`src/rtl/wash_phase_timer.sv`:
```
// Wash/spin phase timer feeding the washer sequencing FSM.
// Counts coarse ticks, freezes while the door is open and reports remaining time.
module wash_phase_timer #(
    parameter int TICK_DIV     = 1000,
    parameter int CNT_W        = 12,
    parameter int QUICK_TICKS  = 300,
    parameter int NORMAL_TICKS = 600,
    parameter int HEAVY_TICKS  = 900,
    parameter int SPIN_TICKS   = 240
) (
    input  logic             clk,
    input  logic             reset,
    input  logic             wash_en,
    input  logic             spin_en,
    input  logic             door_close,
    input  logic [1:0]       prog_sel,
    output logic             cycle_timeout,
    output logic             spin_timeout,
    output logic [CNT_W-1:0] remaining,
    output logic             busy,
    output logic             paused
);

    localparam int PRE_W = $clog2(TICK_DIV);
    localparam logic [PRE_W-1:0] PRE_MAX = PRE_W'(TICK_DIV - 1);

    // Tick lengths are deliberately truncated to the counter width.
    localparam logic [CNT_W-1:0] QUICK_LD  = CNT_W'(QUICK_TICKS);
    localparam logic [CNT_W-1:0] NORMAL_LD = CNT_W'(NORMAL_TICKS);
    localparam logic [CNT_W-1:0] HEAVY_LD  = CNT_W'(HEAVY_TICKS);
    localparam logic [CNT_W-1:0] SPIN_LD   = CNT_W'(SPIN_TICKS);

    typedef enum logic [2:0] {
        IDLE,
        WASH,
        WASH_DONE,
        SPIN,
        SPIN_DONE
    } state_t;

    state_t           state;
    state_t           state_nxt;
    state_t           done_state;
    logic [PRE_W-1:0] presc;
    logic [PRE_W-1:0] presc_nxt;
    logic [CNT_W-1:0] rem_nxt;
    logic             paused_nxt;
    logic             phase_en;
    logic [CNT_W-1:0] wash_ld;

    always_ff @(posedge clk or negedge reset) begin
        if (!reset) begin
            state     <= IDLE;
            presc     <= '0;
            remaining <= '0;
            paused    <= 1'b0;
        end else begin
            state     <= state_nxt;
            presc     <= presc_nxt;
            remaining <= rem_nxt;
            paused    <= paused_nxt;
        end
    end

    always_comb begin
        case (prog_sel)
            2'd0:    wash_ld = QUICK_LD;
            2'd2:    wash_ld = HEAVY_LD;
            default: wash_ld = NORMAL_LD;
        endcase
    end

    // Abort outranks everything inside a phase, including a final tick on the same edge.
    always_comb begin
        state_nxt  = state;
        presc_nxt  = presc;
        rem_nxt    = remaining;
        phase_en   = (state == WASH) ? wash_en : spin_en;
        done_state = (state == WASH) ? WASH_DONE : SPIN_DONE;

        case (state)
            IDLE: begin
                presc_nxt = '0;
                rem_nxt   = '0;
                if (wash_en) begin
                    state_nxt = WASH;
                    rem_nxt   = wash_ld;
                end else if (spin_en) begin
                    state_nxt = SPIN;
                    rem_nxt   = SPIN_LD;
                end
            end
            WASH, SPIN: begin
                if (!phase_en) begin
                    state_nxt = IDLE;
                    presc_nxt = '0;
                    rem_nxt   = '0;
                end else if (remaining == '0) begin
                    state_nxt = done_state;
                end else if (door_close) begin
                    if (presc == PRE_MAX) begin
                        presc_nxt = '0;
                        rem_nxt   = remaining - CNT_W'(1);
                        if (remaining == CNT_W'(1)) begin
                            state_nxt = done_state;
                        end
                    end else begin
                        presc_nxt = presc + PRE_W'(1);
                    end
                end
            end
            WASH_DONE: begin
                rem_nxt = '0;
                if (!wash_en) begin
                    state_nxt = IDLE;
                end
            end
            SPIN_DONE: begin
                rem_nxt = '0;
                if (!spin_en) begin
                    state_nxt = IDLE;
                end
            end
            default: begin
                state_nxt = IDLE;
                presc_nxt = '0;
                rem_nxt   = '0;
            end
        endcase

        paused_nxt = ((state_nxt == WASH) || (state_nxt == SPIN)) && !door_close;
    end

    assign cycle_timeout = (state == WASH_DONE);
    assign spin_timeout  = (state == SPIN_DONE);
    assign busy          = (state == WASH) || (state == SPIN);

endmodule

```
`config.mk`:
```
export PLATFORM = sky130hd
export DESIGN_NAME = wash_phase_timer
export DESIGN_NICKNAME = d
export VERILOG_FILES = /design/src/rtl/wash_phase_timer.sv
export SDC_FILE = /design/constraint.sdc
export NUM_CORES = 1
export LEC_CHECK = 0
export ABC_AREA = 1
export ABC_CLOCK_PERIOD_IN_PS = 3800
export BUFFER_PORTS_ARGS = -buffer_cell sky130_fd_sc_hd__buf_4
export CAP_MARGIN = 5
export CORE_MARGIN = 5
export CORE_UTILIZATION = 40
export DETAILED_ROUTE_END_ITERATION = 8
export PLACE_DENSITY = 0.67
export SYNTH_ARGS = -nofsm -noshare
export SYNTH_HDL_FRONTEND = slang
export SYNTH_SLANG_ARGS = --single-unit
```
`constraint.sdc`:
```
create_clock -name clk -period 3.8 [get_ports clk]
set_input_delay 0 -clock clk [delete_from_list [all_inputs] [get_ports clk]]
set_output_delay 0 -clock clk [all_outputs]
set_load 0.1 [all_outputs]
```
**After elaboration in Yosys (flattened, before gate mapping)**

Index checks and enable logic that the tools add are counted.

- Add/sub/neg operators: 2
- Eq/ne operators: 12
- Multiplexer cells: 25
- Bitwise operators: 1
- Reduce and logical (&&, ||, !) cells: 11

Operators by type and width:

| cell | count |
|---|---|
| 2-to-1 mux 10 bit | 5 |
| 2-to-1 mux 12 bit | 4 |
| one-hot mux 10 bit (2 select lines) | 2 |
| 2-to-1 mux 3 bit | 10 |
| one-hot mux 12 bit (2 select lines) | 1 |
| == test 12 x 1 -> 1 bit (second input constant) | 1 |
| logical NOT 12 bit | 1 |
| one-hot mux 3 bit (4 select lines) | 1 |
| subtractor 12 x 1 -> 12 bit (second input constant) | 1 |
| adder 10 x 1 -> 10 bit (second input constant) | 1 |
| == test 10 bit (second input constant) | 1 |
| == test 3 x 2 -> 1 bit (second input constant) | 3 |
| inequality test 3 bit (second input constant) | 3 |
| 2-to-1 mux 8 bit | 1 |
| == test 3 x 1 -> 1 bit (second input constant) | 2 |
| AND reduction 3 bit | 2 |
| OR reduction 2 bit | 2 |
| == test 3 bit (second input constant) | 1 |
| logical NOT 3 bit | 1 |
| == test 2 bit (second input constant) | 1 |
| logical NOT 2 bit | 1 |
| logical OR 1 bit | 2 |
| logical AND 1 bit | 1 |
| logical NOT 1 bit | 1 |
| 2 further kinds | 2 |

- Register bits: 26

**Depth between registers and ports, before layout**

- Depth after elaboration: 11
- Depth in mapped cells: 11

**Worst setup path before layout**

OpenSTA, ideal clock, no wires.

- Path type: register -> register
- Start point: reg remaining[1]
- End point: reg remaining[1]
- Setup time: 0.124 ns
- Arrival: 1.977 ns
- Data required time: 3.676 ns
- Setup slack: 1.700 ns
- Stages on the path, launching flop included: 10
- Period minus slack after synthesis: 2.100 ns
- Path through: dfrtp_1 -> inv_1 -> ha_1 -> inv_1 -> nor2_1 -> nand3_2 -> nand3_4 -> inv_4 -> buf_6 -> o21ai_2

- Cells in the longest elaborated chain, start to end: 6
- Elaborated cells on any way between the ends: 9

RTL lines:

| element | line | text |
|---|---|---|
| start, declared | 19 | `output logic [CNT_W-1:0] remaining,` |
| start signal, assigned | 60 | `remaining <= rem_nxt;` |
| subtractor 12 x 1 -> 12 bit | 103 | `rem_nxt = remaining - CNT_W'(1);` |
| 2-to-1 mux 12 bit | 101 | `if (presc == PRE_MAX) begin` |
| 2-to-1 mux 12 bit | 100 | `end else if (door_close) begin` |
| 2-to-1 mux 12 bit | 98 | `end else if (remaining == '0) begin` |
| 2-to-1 mux 12 bit | 94 | `if (!phase_en) begin` |
| one-hot mux 12 bit (2 select lines) | 81 | `case (state)` |

Several ways; a longest one is shown, not always the timed one. The select of a mux whose other input is x is not followed.
A chain may end at the register's enable or synchronous reset.

**Worst setup path after layout**

- Start point: reg state[2]
- End point: reg presc[1]

- Cells in the longest elaborated chain, start to end: 4
- Elaborated cells on any way between the ends: 13

RTL lines:

| element | line | text |
|---|---|---|
| start, declared | 41 | `state_t state;` |
| start signal, assigned | 58 | `state <= state_nxt;` |
| == test 3 x 1 -> 1 bit, or another cell as far along | 78, 81 |  |
| 2-to-1 mux 1 bit, or another cell as far along | 78 | `phase_en = (state == WASH) ? wash_en : spin_en;` |
| inequality test 3 bit (no source line), or another cell as far along | n/a |  |
| AND reduction 3 bit (no source line) / one-hot mux 10 bit (2 select lines) (equally long branches) | n/a |  |
| end signal, assigned | 59 | `presc <= presc_nxt;` |
| end, declared | 44 | `logic [PRE_W-1:0] presc;` |

Several ways; a longest one is shown, not always the timed one.

==> results.toml <==
[clock_network]
numCtsBuffers = 3
clk_pin_slew_ps = 90
clockBufferDepth = 2
cts_root_buf = "clkbuf_8"
cts.sink_count = 26
cts_tree = "yes"
h-tree-depth = 1
clock_latency_ps = 270

[routing]
wl_per_cell_um = 11.49
vias = 1830
drt_iter0_drc = 86
via_per_inst = 4.906
first_pass_iters = 4
wl_mm = 4.285
ant_nets = 0
drc = 0

[status]
status = "completed"

[critical_path]
end_kind = "register"
crit_fanout = 15
critPathKind = "register to register"
cp.arrival_ps = 2030
reg2reg_depth = 8
r2r_end = "presc[1]$_DFFE_PN0P_"
r2r-start = "state[2]$_DFF_PN0_"
critPathRequiredTime_ps = 3970
startpoint_type = "register"
rrSetupSlack_ps = 1940

[synthesis]
synth_seq_cells = 26
synthCells = 293
synth_nets = 304
yosysWarnings = 0
ys_seq_area_frac = 0.3435
synth_area_leader_cell = "dfrtp_1"
synth_top_area_frac = 0.3435
ys_top_cells_by_area = "dfrtp_1 34%, nand2_1 19%, inv_1 8.9%"
ys_types = 27
syn_area_mm2 = 0.001894
synth_area_per_cell_um2 = 6.465

[placement]
port_buffers = 22
dp.final_hpwl_mm = 3.286
gp_congestion = 0.8070
dp.cells = 366

[final_layout]
antenna_cells = 0
drive_above_1_share = 0.1285
finalNonFillerCells = 373
area_growth_pct = 15.32
final_nets = 332

[sta]
period_share = 0.4892
final_hold_viol_count = 0
min_period_ps = 1859
fmax_mhz = 537.9
slew_violations = 0
grt_setup_unrepaired = "no"
setup_viol = 0
fin_skew_ps = 2.912
worst-slew-pin-transition_ps = 649.8
setup_tns_ps = 0
relSlewSlack = 0.5622

[power_and_ir_drop]
pwr-share-seq = 0.236
leakage_nw = 1.184
ir_drop_uv = 604.9
power_frac_comb = 0.677
p_per_area_mw_per_mm2 = 819.7
clkPwrFrac = 0.087
p_sw_frac = 0.6084
p_int_mw = 0.7011
switchingPower_mw = 1.090

[die]
initial_core_util = 0.4064
die_width_um = 78.82
core.rowCount = 25
die-area_mm2 = 0.006212
die_h_um = 78.82
core_mm2 = 0.004661
num_io_pins = 23

[grt]
grt_pass1_wl_mm = 7.355
grt_overflow = 0
grt_max_degree = 27
grt_pass1_vias = 1670
antenna_found_initial = 0
track_usage = 0.1435

[hold_path]
holdPathEnd = "remaining[6]$_DFFE_PN0P_"
hp-start = "prog_sel[0]"
hold_class = "input port to register"
worstHoldPathCells = 5

[run]
drv_cap = 0
layer usage:
layer  vias up  global-route usage  share of wire
met5         -                   0              0
li1        970                   -              -
met1       819              0.1916           0.47
met4         0             0.02749         0.0084
met3         4             0.02608          0.041
met2        37              0.2445           0.48
kinds of logic (layout without fill, tap and decap cells):
family          after synthesis  in the layout  share of synthesized area
fa+ha+maj                     4              4                    0.02642
flops                        26             26                     0.3435
compound gates               29             29                    0.09644
simple gates                179            179                     0.4036
xor+xnor                      5              5                    0.02312
buf+inv                      50             76                     0.1070
layout make-up:
type	instances	area (um^2)
Fill cell	482	2476
Multi-Input combinational cell	217	1041
Sequential cell	26	650.6
Timing Repair Buffer	26	205.2
Inverter	47	178.9
Tap cell	54	67.56
Clock buffer	3	41.29
registers in the layout, summed over array words and instances (netlist names):
name,flops
paused,1
state,3
remaining,12
presc,10
cell usage in the layout (no fill, tap or decap):
master         synthesis  layout
nand3_1               32      32
nor3_1                 2       2
nand3_2                2       2
o21ai_2                6       6
o21bai_1               1       1
nor2_2                 2       2
dfrtp_1               26      26
nand4_1                4       4
a21oi_1                5       5
xor2_1                 3       3
nand3b_1               1       1
nor2_1                37      37
nand2_2                2       2
inv_2                  1       1
dlygate4sd3_1          0       4
nand2_1               96      96
nand3_4                1       1
inv_4                  1       1
inv_1                 45      45
o22ai_1                1       1
a21oi_4                1       1
ha_1                   4       4
o21ai_1                2       2
clkbuf_8               0       3
buf_4                  1      22
o21ai_0               13      13
xnor2_1                2       2
how the worst max path moves through the flow:
stage | startpoint | end | slack, ps | cells after the start
2_1_floorplan | remaining[1]$_DFFE_PN0P_ | remaining[1]$_DFFE_PN0P_ | 1700 | 9
3_3_place_gp | state[2]$_DFF_PN0_ | presc[6]$_DFFE_PN0P_ | 2040 | 8
3_5_place_dp | state[2]$_DFF_PN0_ | presc[1]$_DFFE_PN0P_ | 1950 | 8
4_1_cts | state[2]$_DFF_PN0_ | presc[1]$_DFFE_PN0P_ | 1940 | 8
5_1_grt | state[2]$_DFF_PN0_ | presc[9]$_DFFE_PN0P_ | 1720 | 8
6_report | state[2]$_DFF_PN0_ | presc[1]$_DFFE_PN0P_ | 1940 | 8
stage by stage:
step | power, mW | utilization | instance area [um^2] | setup WS [ps] | hold WS [ps]
CTS | 1.807 | 0.4687 | 2185 | 1942 | 141.6
finish | 1.791 | 0.4687 | 2185 | 1941 | 155.9
global placement | 1.636 | 0.4513 | 2103 | 2039 | -66.25
floorplan | 1.411 | - | 1894 | 1700 | -295.6
global route | 1.931 | 0.4687 | 2185 | 1718 | 191.2
detailed placement | 1.637 | 0.4513 | 2103 | 1953 | -66.14
power groups by stage:
stage / Clock (mW) / Combinational (mW) / Sequential [mW]
detailed placement: 0 / 1.21 / 0.428
CTS: 0.167 / 1.22 / 0.423
global route: 0.171 / 1.32 / 0.438
floorplan: 0 / 0.651 / 0.760
global placement: 0 / 1.21 / 0.428
finish: 0.156 / 1.21 / 0.423
critical path, cell delays in order (launching register included):
cell,delay [ps]
dfrtp_1,410
inv_2,90
nand2_1,110
a21oi_4,400
nand3_2,200
nand3_2,260
nor2_1,150
nand2_1,80
nand2_1,50
synthesized netlist by cell type:
library cell	number
o22ai_1	1
nand3_2	2
o21ai_2	6
nor3_1	2
ha_1	4
buf_4	1
inv_2	1
nand2_2	2
inv_1	45
nand3b_1	1
inv_4	1
nor2_2	2
nand3_1	32
nand3_4	1
o21ai_0	13
buf_2	1
nand2_1	96
a21oi_1	5
a21oi_4	1
o21bai_1	1
nand4_1	4
xnor2_1	2
nor2_1	37
o21ai_1	2
dfrtp_1	26
xor2_1	3
buf_6	1
repair_timing:
action / CTS / global route
resized for setup: 0 / 0
endpoints found under the hold margin: 29 / 0
buffers inserted: 0 / 0
hold buffers: 4 / 0
Note: power is estimated with default switching activity, not from simulation.
